## config.mk

```make
export PLATFORM = sky130hd
export DESIGN_NAME = ir_emitter
export DESIGN_NICKNAME = d
export VERILOG_FILES = /design/src/rtl/ir_emitter.sv
export SDC_FILE = /design/constraint.sdc
export NUM_CORES = 1
export LEC_CHECK = 0
export CAP_MARGIN = 20
export CORE_MARGIN = 2
export CORE_UTILIZATION = 32
export CTS_BUF_LIST = sky130_fd_sc_hd__clkbuf_8 sky130_fd_sc_hd__clkbuf_16
export CTS_CLUSTER_DIAMETER = 150
export CTS_CLUSTER_SIZE = 16
export DETAILED_ROUTE_END_ITERATION = 10
export GPL_ROUTABILITY_DRIVEN = 0
export SYNTH_ARGS = -nofsm -noshare
export SYNTH_HDL_FRONTEND = slang
export SYNTH_SLANG_ARGS = --single-unit
```

## constraint.sdc

```tcl
create_clock -name clk -period 4.5 [get_ports clk]
set_input_delay 0.9 -clock clk [delete_from_list [all_inputs] [get_ports clk]]
set_output_delay 0.9 -clock clk [all_outputs]
set_load 0.01 [all_outputs]
```

## src/rtl/ir_emitter.sv

```systemverilog
// Modulated IR line sensor front end: pulses the emitter once per frame, samples the receivers
// with the emitter lit and dark, rejects ambient light and debounces the per-sensor result.
module ir_emitter #(
    parameter int unsigned ON_CYC    = 2000,
    parameter int unsigned SAMPLE_AT = 1500,
    parameter int unsigned FRAME_CYC = 100000,
    parameter int unsigned DEB       = 3
) (
    input  logic       clk,
    input  logic       rst,
    input  logic       en,
    input  logic [4:0] iSens,
    output logic       oEmit,
    output logic [4:0] oLine,
    output logic [4:0] oAmbErr,
    output logic       oValid
);

    localparam int unsigned CntW = $clog2(FRAME_CYC);
    localparam int unsigned DebW = $clog2(DEB + 1);

    localparam logic [CntW-1:0] LitAt   = CntW'(SAMPLE_AT - 1);
    localparam logic [CntW-1:0] OnLast  = CntW'(ON_CYC - 1);
    localparam logic [CntW-1:0] AmbAt   = CntW'(ON_CYC + SAMPLE_AT - 1);
    localparam logic [CntW-1:0] OffLast = CntW'(FRAME_CYC - 1);
    localparam logic [DebW-1:0] DebLast = DebW'(DEB - 1);

    typedef enum logic [1:0] {StIdle, StOn, StOff, StUpdate} stateT;

    stateT                    stateQ, stateD;
    logic [CntW-1:0]          cntQ, cntD;
    logic [4:0]               syncQ1, syncQ2;
    logic [4:0]               litQ, ambQ;
    logic                     emitQ, validQ;
    logic [4:0]               lineQ, lineD;
    logic [4:0]               ambErrQ;
    logic [4:0][DebW-1:0]     debQ, debD;
    logic [4:0]               det;
    logic                     enterUpd;

    // The result registers load on the edge into UPDATE, so they already hold the new
    // values during the single cycle oValid is high.
    assign enterUpd = (stateQ == StOff) && (cntQ == OffLast);
    assign det      = litQ & ~ambQ;

    always_comb begin
        stateD = stateQ;
        cntD   = cntQ;
        unique case (stateQ)
            StIdle: begin
                cntD = '0;
                if (en) begin
                    stateD = StOn;
                end
            end
            StOn: begin
                cntD = cntQ + CntW'(1);
                if (cntQ == OnLast) begin
                    stateD = StOff;
                end
            end
            StOff: begin
                cntD = cntQ + CntW'(1);
                if (cntQ == OffLast) begin
                    stateD = StUpdate;
                    cntD   = '0;
                end
            end
            StUpdate: begin
                cntD   = '0;
                stateD = en ? StOn : StIdle;
            end
            default: begin
                stateD = StIdle;
                cntD   = '0;
            end
        endcase
    end

    always_comb begin
        debD  = debQ;
        lineD = lineQ;
        if (enterUpd) begin
            for (int i = 0; i < 5; i++) begin
                if (det[i] == lineQ[i]) begin
                    debD[i] = '0;
                end else if (debQ[i] == DebLast) begin
                    lineD[i] = det[i];
                    debD[i]  = '0;
                end else begin
                    debD[i] = debQ[i] + DebW'(1);
                end
            end
        end
    end

    always_ff @(posedge clk or posedge rst) begin
        if (rst) begin
            stateQ  <= StIdle;
            cntQ    <= '0;
            syncQ1  <= '0;
            syncQ2  <= '0;
            litQ    <= '0;
            ambQ    <= '0;
            emitQ   <= 1'b0;
            validQ  <= 1'b0;
            lineQ   <= '0;
            ambErrQ <= '0;
            debQ    <= '0;
        end else begin
            stateQ <= stateD;
            cntQ   <= cntD;
            syncQ1 <= iSens;
            syncQ2 <= syncQ1;
            if (stateQ == StOn && cntQ == LitAt) begin
                litQ <= syncQ2;
            end
            if (stateQ == StOff && cntQ == AmbAt) begin
                ambQ <= syncQ2;
            end
            // Emitter and strobe follow the next state so both come straight from flops.
            emitQ  <= (stateD == StOn);
            validQ <= (stateD == StUpdate);
            lineQ  <= lineD;
            debQ   <= debD;
            if (enterUpd) begin
                ambErrQ <= ambQ;
            end
        end
    end

    assign oEmit   = emitQ;
    assign oValid  = validQ;
    assign oLine   = lineQ;
    assign oAmbErr = ambErrQ;

endmodule

```

==> flow_summary.ini, run 1 <==
[outcome]
status = finished clean

[pwr]
clockPowerShare = 0.485
combPwrFrac = 0.015
switching_power_uw = 236
peakVddDrop_mv = 0.116
pwr_density_cell_nw_per_um2 = 343
intPower_uw = 873
p_sw_frac = 0.213
leakage_nw = 1.40
p_seq_frac = 0.500

[die]
die_area_um2 = 9220
die_y_um = 96.0
rows = 33
core-area_um2 = 8220
io_pins = 20
die_w_um = 96.0
initial_utilization = 0.330

[synthesis]
synth_cell_types = 37
ys.warnings.count = 0
yosysSeqAreaShare = 0.563
synth.avg_cell_area_um2 = 11.9
syn_nets = 237
yosys.area.top_type = dfrtp_1
syn-instance-count = 228
yosys.area.top_type_share = 0.563
ys_seq_elements = 61
syn_area_um2 = 2710
synth_area_leaders = dfrtp_1 56%, mux2_2 12%, xnor2_1 5.2%, nor2_1 3.0%, nor3_1 2.2%

[setup_path]
crit_required_ns = 4.70
crit_path_end_kind = register
worstSetupPathType = register to register
worst_r2r_startpoint = cntQ[0]
critical_path_arrival_ns = 2.45
cp-startpoint = cntQ[0]
r2r_slack_ns = 2.25
rr_endpoint = cntQ[11]
start_kind = register
cp-endpoint = cntQ[11]
cp_max_fo = 17
ff2ff_path_depth = 5

[clocking]
h-tree-depth = 3
cts_tree = done
root_buffer = clkbuf_8
insertion_delay_ns = 0.34
clock_path_buffers = 2
clk_pin_slew_ns = 0.07
postCtsSetupBuffers = 0
cts_resized = 0
cts_sinks = 61
cts-hold-fix-buffers = 0
cts_buffers = 9

[sta]
fin_crit_sh = 0.501
slew_violations = 0
relSlewSlack = 0.427
fin_hold_ws_ns = 0.352
post-route-min-period_ns = 2.25
fmax_mhz = 444
worst_pin_slew_ns = 0.852
tns_ns = 0
setup_viol = 0
skew_ns = 0.00588
grt_setup_unrepaired = no
hold_violations = 0

[cells_and_area]
layout-drive-gt1-share = 0.206
fillers = 790
final_cells = 362
nets = 261
num_antenna_cells = 0
fin_util = 0.393
synthToLayoutAreaGrowth_pct = 19.1
design_area_um2 = 3230

[global_routing]
grt_max_degree = 40
track_usage = 0.123
antenna_found_initial = 0
grt_pass1_vias = 1774
grt_pass1_wl_um = 8360
grt-ovfl-total = 0

[drt]
wl_met2_um = 2200
drt-total-wl_um = 4980
first_pass_iters = 4
top_layer = met4
wl_per_cell_um = 13.8
vias_per_cell = 4.94
via_count = 1787
dr_wl_met3_um = 192
drt-initial-drc-count = 94
wirelength_met1_um = 2430
postRouteAntennaNets = 0
drc = 0

[placement]
port_buffers = 19
dp_cells = 346
place_area_um2 = 3010
dp_hpwl_um = 3330

[worst_hold_path]
min_from = syncQ1[4]
hp-class = register to register

[flow_run]
drv_cap = 0
-- cell usage after synthesis, drive strengths merged --
library cell  instances
dfrtp                61
mux2                 28
nor2                 22
xnor2                16
nor3                 13
nand3                10
nand4                 8
nor4                  8
inv                   7
nor2b                 7
nor3b                 7
nand2                 6
buf                   5
and3                  4
nand3b                4
xor2                  3
and4b                 2
clkbuf                2
mux2i                 2
a21o                  1
a21oi                 1
and2                  1
and4                  1
ha                    1
nand2b                1
o211ai                1
o21ai                 1
o22ai                 1
o31ai                 1
or2                   1
or3                   1
or4                   1
-- worst min-delay path by stage --
stage                endpoint  slack (ns)  cells past startpoint
floorplan           syncQ2[0]        0.33                      0
global placement    syncQ2[4]        0.33                      0
detailed placement  syncQ2[2]        0.34                      0
CTS                 syncQ2[2]        0.35                      0
global route        syncQ2[4]        0.36                      0
finish              syncQ2[4]        0.35                      0
-- stage by stage --
stage / setup WS [ns] / power [mW]
floorplan: 2.09 / 0.572
finish: 2.25 / 1.11
global route: 2.03 / 1.15
global placement: 2.23 / 0.583
detailed placement: 2.22 / 0.583
CTS: 2.21 / 1.12
-- layout make-up --
class	instances	area [um^2]	area share
well taps	105	131	0.0407
repair buffers	20	198	0.0612
flip-flops and latches	61	1530	0.473
clock inverters	7	98.8	0.0306
multi-input cells	153	1120	0.348
clock buffers	9	124	0.0384
inverters	7	26.3	0.00814
-- layer usage --
metal	vias to the layer above	global-route usage
met5	-	0
met3	9	0.0368
li1	852	-
met2	32	0.175
met4	0	0.0821
met1	894	0.161
-- cell families after synthesis --
family	after synthesis	synth area share
AOI/OAI and AO/OA	6	0.0166
DFF	61	0.563
muxes	30	0.124
xor gates and xnor gates	19	0.0614
and+or+nand+nor	97	0.208
buffers and inverters	14	0.0222
adders and majority gates	1	0.00462
-- state kept, by name, summed over array words and instances (netlist names) --
name,cells
cntQ,17
debQ,10
ambQ,5
litQ,5
oAmbErr,5
oLine,5
syncQ1,5
syncQ2,5
stateQ,2
oEmit,1
oValid,1
-- cell usage in the layout (no fill, tap or decap), types with 3 or more instances in the layout --
| cell type | instances |
|---|---|
| clkdlybuf4s50_1 | 19 |
| nor2_1 | 22 |
| inv_1 | 6 |
| nor4_1 | 7 |
| nor2b_1 | 7 |
| nand4_1 | 8 |
| dfrtp_1 | 61 |
| nor3b_1 | 6 |
| nor3_1 | 12 |
| xnor2_1 | 16 |
| clkbuf_8 | 9 |
| xor2_1 | 3 |
| and3_1 | 4 |
| nand3_1 | 9 |
| nand3b_1 | 4 |
| mux2_2 | 28 |
| nand2_1 | 6 |
-- worst max-delay path: stages, from the launching register on --
cell and delay (ns):
dfrtp_1 0.39, ha_1 0.25, and3_1 0.23, nand4_1 0.36
o22ai_2 0.75, nor2_1 0.13
-- power by group through the flow --
stage	sequential [mW]	combinational [mW]	clock, mW
after global placement	0.565	0.0181	0
after global routing	0.554	0.0198	0.580
final	0.554	0.0169	0.537
after floorplan	0.564	0.00807	0
after detailed placement	0.565	0.0180	0
after CTS	0.554	0.0180	0.553
Power figures use the tool's default switching activity.
==> run 2, diff against run 1 <==
==> constraint.sdc (replaced) <==
create_clock -name clk -period 2 [get_ports clk]
set_input_delay 0.4 -clock clk [delete_from_list [all_inputs] [get_ports clk]]
set_output_delay 0.4 -clock clk [all_outputs]
set_load 0.01 [all_outputs]
==> flow_summary.ini, run 2 (synthesis results as in run 1) <==
[cells_and_area]
reg_top3 = cntQ (17), debQ (10)
multiInputGateArea_um2 = 1140
regArea_um2 = 1530
final_cell_mix = 61 x dfrtp_1, 28 x mux2_2, 22 x nor2_1
nets = 273
synthToLayoutAreaGrowth_pct = 23.4
largest_reg_flops = 17
fillers = 772
top_register = cntQ
layout-drive-gt1-share = 0.249
num_antenna_cells = 0
layout_commonest_cell = dfrtp_1

[setup_path]
cp_max_fo = 17
cp_num_buf_inv = 2
crit_required_ns = 2.22
max_stage_delay_ns = 0.38
crit_chain = ha_1, and3_1, nand4_1, buf_4, o22ai_2, buf_12, a21oi_1
crit_path_end_kind = register
worstSetupPathType = register to register
worst_r2r_startpoint = cntQ[0]
cpLargestDelayFamily = simple AND/OR/NAND/NOR gates
cp-startpoint = cntQ[0]
critical_path_arrival_ns = 2.11
crit_slowest_cell = dfrtp_1
start_kind = register

[sta]
fin_crit_sh = 0.949
skew_ns = 0.00635
tns_ns = 0
slew_violations = 0
fin_hold_ws_ns = 0.348
worst_pin_slew_ns = 0.372
setup_ws_ns = 0.101
post-route-min-period_ns = 1.90
setup_viol = 0
fmax_mhz = 527
relSlewSlack = 0.750
hold_violations = 0
grt_setup_unrepaired = no

[clocking]
cts_sinks = 61
root_buffer = clkbuf_8
insertion_delay_ns = 0.34
cts_resized = 0
h-tree-depth = 3
cts_tree = done
cts-hold-fix-buffers = 0
postCtsSetupBuffers = 0
clk_pin_slew_ns = 0.07
clock_path_buffers = 2
cts_buffers = 9

[drt]
vias_per_cell = 4.92
drt-total-wl_um = 5050
wl_per_cell_um = 13.5
postRouteAntennaNets = 0
first_pass_iters = 4
drt-initial-drc-count = 113
via_count = 1840
drc = 0

[global_routing]
antenna_found_initial = 0
track_usage = 0.127
grt_pass1_wl_um = 8810
grt-ovfl-total = 0
grt_pass1_vias = 1887
grt_max_degree = 62

[die]
die_w_um = 96.0
die_area_um2 = 9220
initial_utilization = 0.330
io_pins = 20
core-area_um2 = 8220
rows = 33
die_y_um = 96.0

[placement]
dp_hpwl_um = 3430
port_buffers = 19
dp_slack_ns = 0.116

[pwr]
finalPower_mw = 2.37
leakage_nw = 1.47
pwr_density_cell_nw_per_um2 = 709
peakVddDrop_mv = 0.358

[worst_hold_path]
min_from = syncQ1[0]
hp-class = register to register

[flow_run]
drv_cap = 0

[outcome]
status = finished clean
## run 2: per-layer routing
layer / vias up / share of wire / wire length (um) / track usage
met1: 913 / 0.49 / 2450 / 0.170
met3: 13 / 0.034 / 172 / 0.0258
met2: 36 / 0.45 / 2290 / 0.187
li1: 878 / - / - / -
met5: - / 0 / 0 / 0
met4: 0 / 0.027 / 136 / 0.0821
## run 2: final cells by class
| cell class | count | share of cell area |
|---|---|---|
| Sequential cell | 61 | 0.456 |
| Multi-Input combinational cell | 153 | 0.340 |
| Timing Repair Buffer | 32 | 0.0973 |
| Tap cell | 105 | 0.0393 |
| Clock buffer | 9 | 0.0370 |
| Clock inverter | 7 | 0.0224 |
| Inverter | 7 | 0.00786 |
## run 2: final timing paths
| check | end | cells after the start | slack, ns |
|---|---|---|---|
| worst max register to register | cntQ[16] | 7 | 0.10 |
| worst max-delay path | cntQ[16] | 7 | 0.10 |
| worst min-delay path | syncQ2[0] | 0 | 0.35 |
| min in group asynchronous | oAmbErr[1] | 3 | 0.43 |
| max in group asynchronous | cntQ[11] | 3 | 1.29 |
| worst min register to register | syncQ2[0] | 0 | 0.35 |
## run 2: worst register-to-register path, stage by stage, from the launching register on
cell	delay [ns]
dfrtp_1	0.38
ha_1	0.17
and3_1	0.20
nand4_1	0.33
buf_4	0.27
o22ai_2	0.19
buf_12	0.18
a21oi_1	0.05
## run 2: power by group
part / internal, mW / total (mW) / switching [mW]
Sequential: 1.24 / 1.25 / 0.00335
Clock: 0.580 / 1.08 / 0.503
Combinational: 0.0163 / 0.0420 / 0.0257
Total: 1.84 / 2.37 / 0.532
## run 2: metrics by stage
| stage | instance area (um^2) | utilization | instances |
|---|---|---|---|
| 2_1_floorplan | 2710 | - | 228 |
| 3_3_place_gp | 3130 | 0.381 | 358 |
| 3_5_place_dp | 3130 | 0.381 | 358 |
| 4_1_cts | 3330 | 0.406 | 374 |
| 5_1_grt | 3340 | 0.407 | 374 |
| 6_report | 3340 | 0.407 | 374 |
==> run 3, diff against run 2 <==
--- a/config.mk
+++ b/config.mk
@@ -13,6 +13,7 @@
 export CTS_CLUSTER_SIZE = 16
 export DETAILED_ROUTE_END_ITERATION = 10
 export GPL_ROUTABILITY_DRIVEN = 0
+export MAX_ROUTING_LAYER = met4
 export SYNTH_ARGS = -nofsm -noshare
 export SYNTH_HDL_FRONTEND = slang
 export SYNTH_SLANG_ARGS = --single-unit
==> flow_summary.ini, run 3 (synthesis results as in run 1) <==
[setup_path]
start_kind = register
cp-startpoint = cntQ[0]
ff2ff_path_depth = 7
worstSetupPathType = register to register
worst_r2r_startpoint = cntQ[0]
r2r_slack_ns = 0.11
critical_path_arrival_ns = 2.10
cp_max_fo = 17
crit_path_end_kind = register
rr_endpoint = cntQ[16]
crit_required_ns = 2.21

[worst_hold_path]
holdPathStages = 0
hp-class = register to register
min_from = syncQ1[0]
hold-path-endpoint = syncQ2[0]

[global_routing]
antenna_found_initial = 0
track_usage = 0.131
grt-ovfl-total = 0
grt_max_degree = 62
grt_pass1_wl_um = 8800
grt_pass1_vias = 1883

[die]
die_y_um = 96.0
rows = 33
initial_utilization = 0.330
die_area_um2 = 9220
core-area_um2 = 8220
io_pins = 20
die_w_um = 96.0

[cells_and_area]
num_antenna_cells = 0
top_register = cntQ
regArea_um2 = 1530
reg_top3 = cntQ (17), debQ (10)
final_cell_mix = 61 x dfrtp_1, 28 x mux2_2, 22 x nor2_1
fin_util = 0.407
largest_reg_flops = 17
synthToLayoutAreaGrowth_pct = 23.4
layout-drive-gt1-share = 0.249
fillers = 772
nets = 273
multiInputGateArea_um2 = 1140
layout_commonest_cell = dfrtp_1

[clocking]
cts_buffers = 9
cts_tree = done
postCtsSetupBuffers = 0
h-tree-depth = 3
clk_pin_slew_ns = 0.07
cts-hold-fix-buffers = 0
cts_sinks = 61
cts_resized = 0
root_buffer = clkbuf_8
clock_path_buffers = 2
insertion_delay_ns = 0.34

[drt]
wl_met2_um = 2350
first_pass_iters = 4
drc = 0
top_layer = met4
wirelength_met1_um = 2450
drt-initial-drc-count = 108
drt-total-wl_um = 5070
postRouteAntennaNets = 0
dr_wl_met3_um = 189
wl_per_cell_um = 13.5
via_count = 1839
vias_per_cell = 4.92

[placement]
dp_hpwl_um = 3430
port_buffers = 19
dp_slack_ns = 0.116

[sta]
relSlewSlack = 0.750
setup_ws_ns = 0.108
worst_pin_slew_ns = 0.372
post-route-min-period_ns = 1.89
slew_violations = 0
grt_setup_unrepaired = no
tns_ns = 0
fmax_mhz = 528
setup_viol = 0
fin_hold_ws_ns = 0.348
hold_violations = 0
fin_crit_sh = 0.946
skew_ns = 0.00626

[pwr]
peakVddDrop_mv = 0.358
pwr_density_cell_nw_per_um2 = 709
leakage_nw = 1.47

[outcome]
status = finished clean

[flow_run]
drv_cap = 0
[run 3: cell counts in the layout (fill, tap and decap cells not counted)]
Identical to the previous run, type by type.
[run 3: worst max-delay path, stage by stage (launching register included)]
cell     delay [ns]
dfrtp_1        0.38
ha_1           0.17
and3_1         0.20
nand4_1        0.32
buf_4          0.27
o22ai_2        0.19
buf_12         0.18
a21oi_1        0.05
[run 3: per-layer routing]
| metal | track usage | vias to the layer above |
|---|---|---|
| li1 | - | 878 |
| met1 | 0.169 | 912 |
| met2 | 0.188 | 41 |
| met3 | 0.0258 | 8 |
| met4 | 0.0821 | 0 |
| met5 | - | - |
[run 3: power breakdown]
part           total [mW]  switching, mW  internal (mW)
clock                1.08          0.503          0.581
combinational      0.0418         0.0255         0.0163
sequential           1.25        0.00339           1.24
total                2.37          0.531           1.84
[run 3: worst max-delay path by stage]
stage,endpoint,slack [ns]
6_report,cntQ[16],0.11
3_5_place_dp,oLine[1],0.12
5_1_grt,cntQ[15],0.004
2_1_floorplan,ambQ[0],0.09
4_1_cts,oLine[1],0.10
3_3_place_gp,litQ[4],0.13
[run 3: per-stage QoR]
| step | total power [mW] | instance area, um^2 | cells |
|---|---|---|---|
| final | 2.37 | 3340 | 374 |
| after global routing | 2.47 | 3340 | 374 |
| after CTS | 2.42 | 3330 | 374 |
| after detailed placement | 1.31 | 3130 | 358 |
| after global placement | 1.31 | 3130 | 358 |
| after floorplan | 1.29 | 2710 | 228 |
[run 3: area by class of cell]
type	count	share of cell area
clock buffer	9	0.0370
sequential	61	0.456
clock inverter	7	0.0224
timing repair buffer	32	0.0973
tap	105	0.0393
inverter	7	0.00786
multi-input combinational	153	0.340
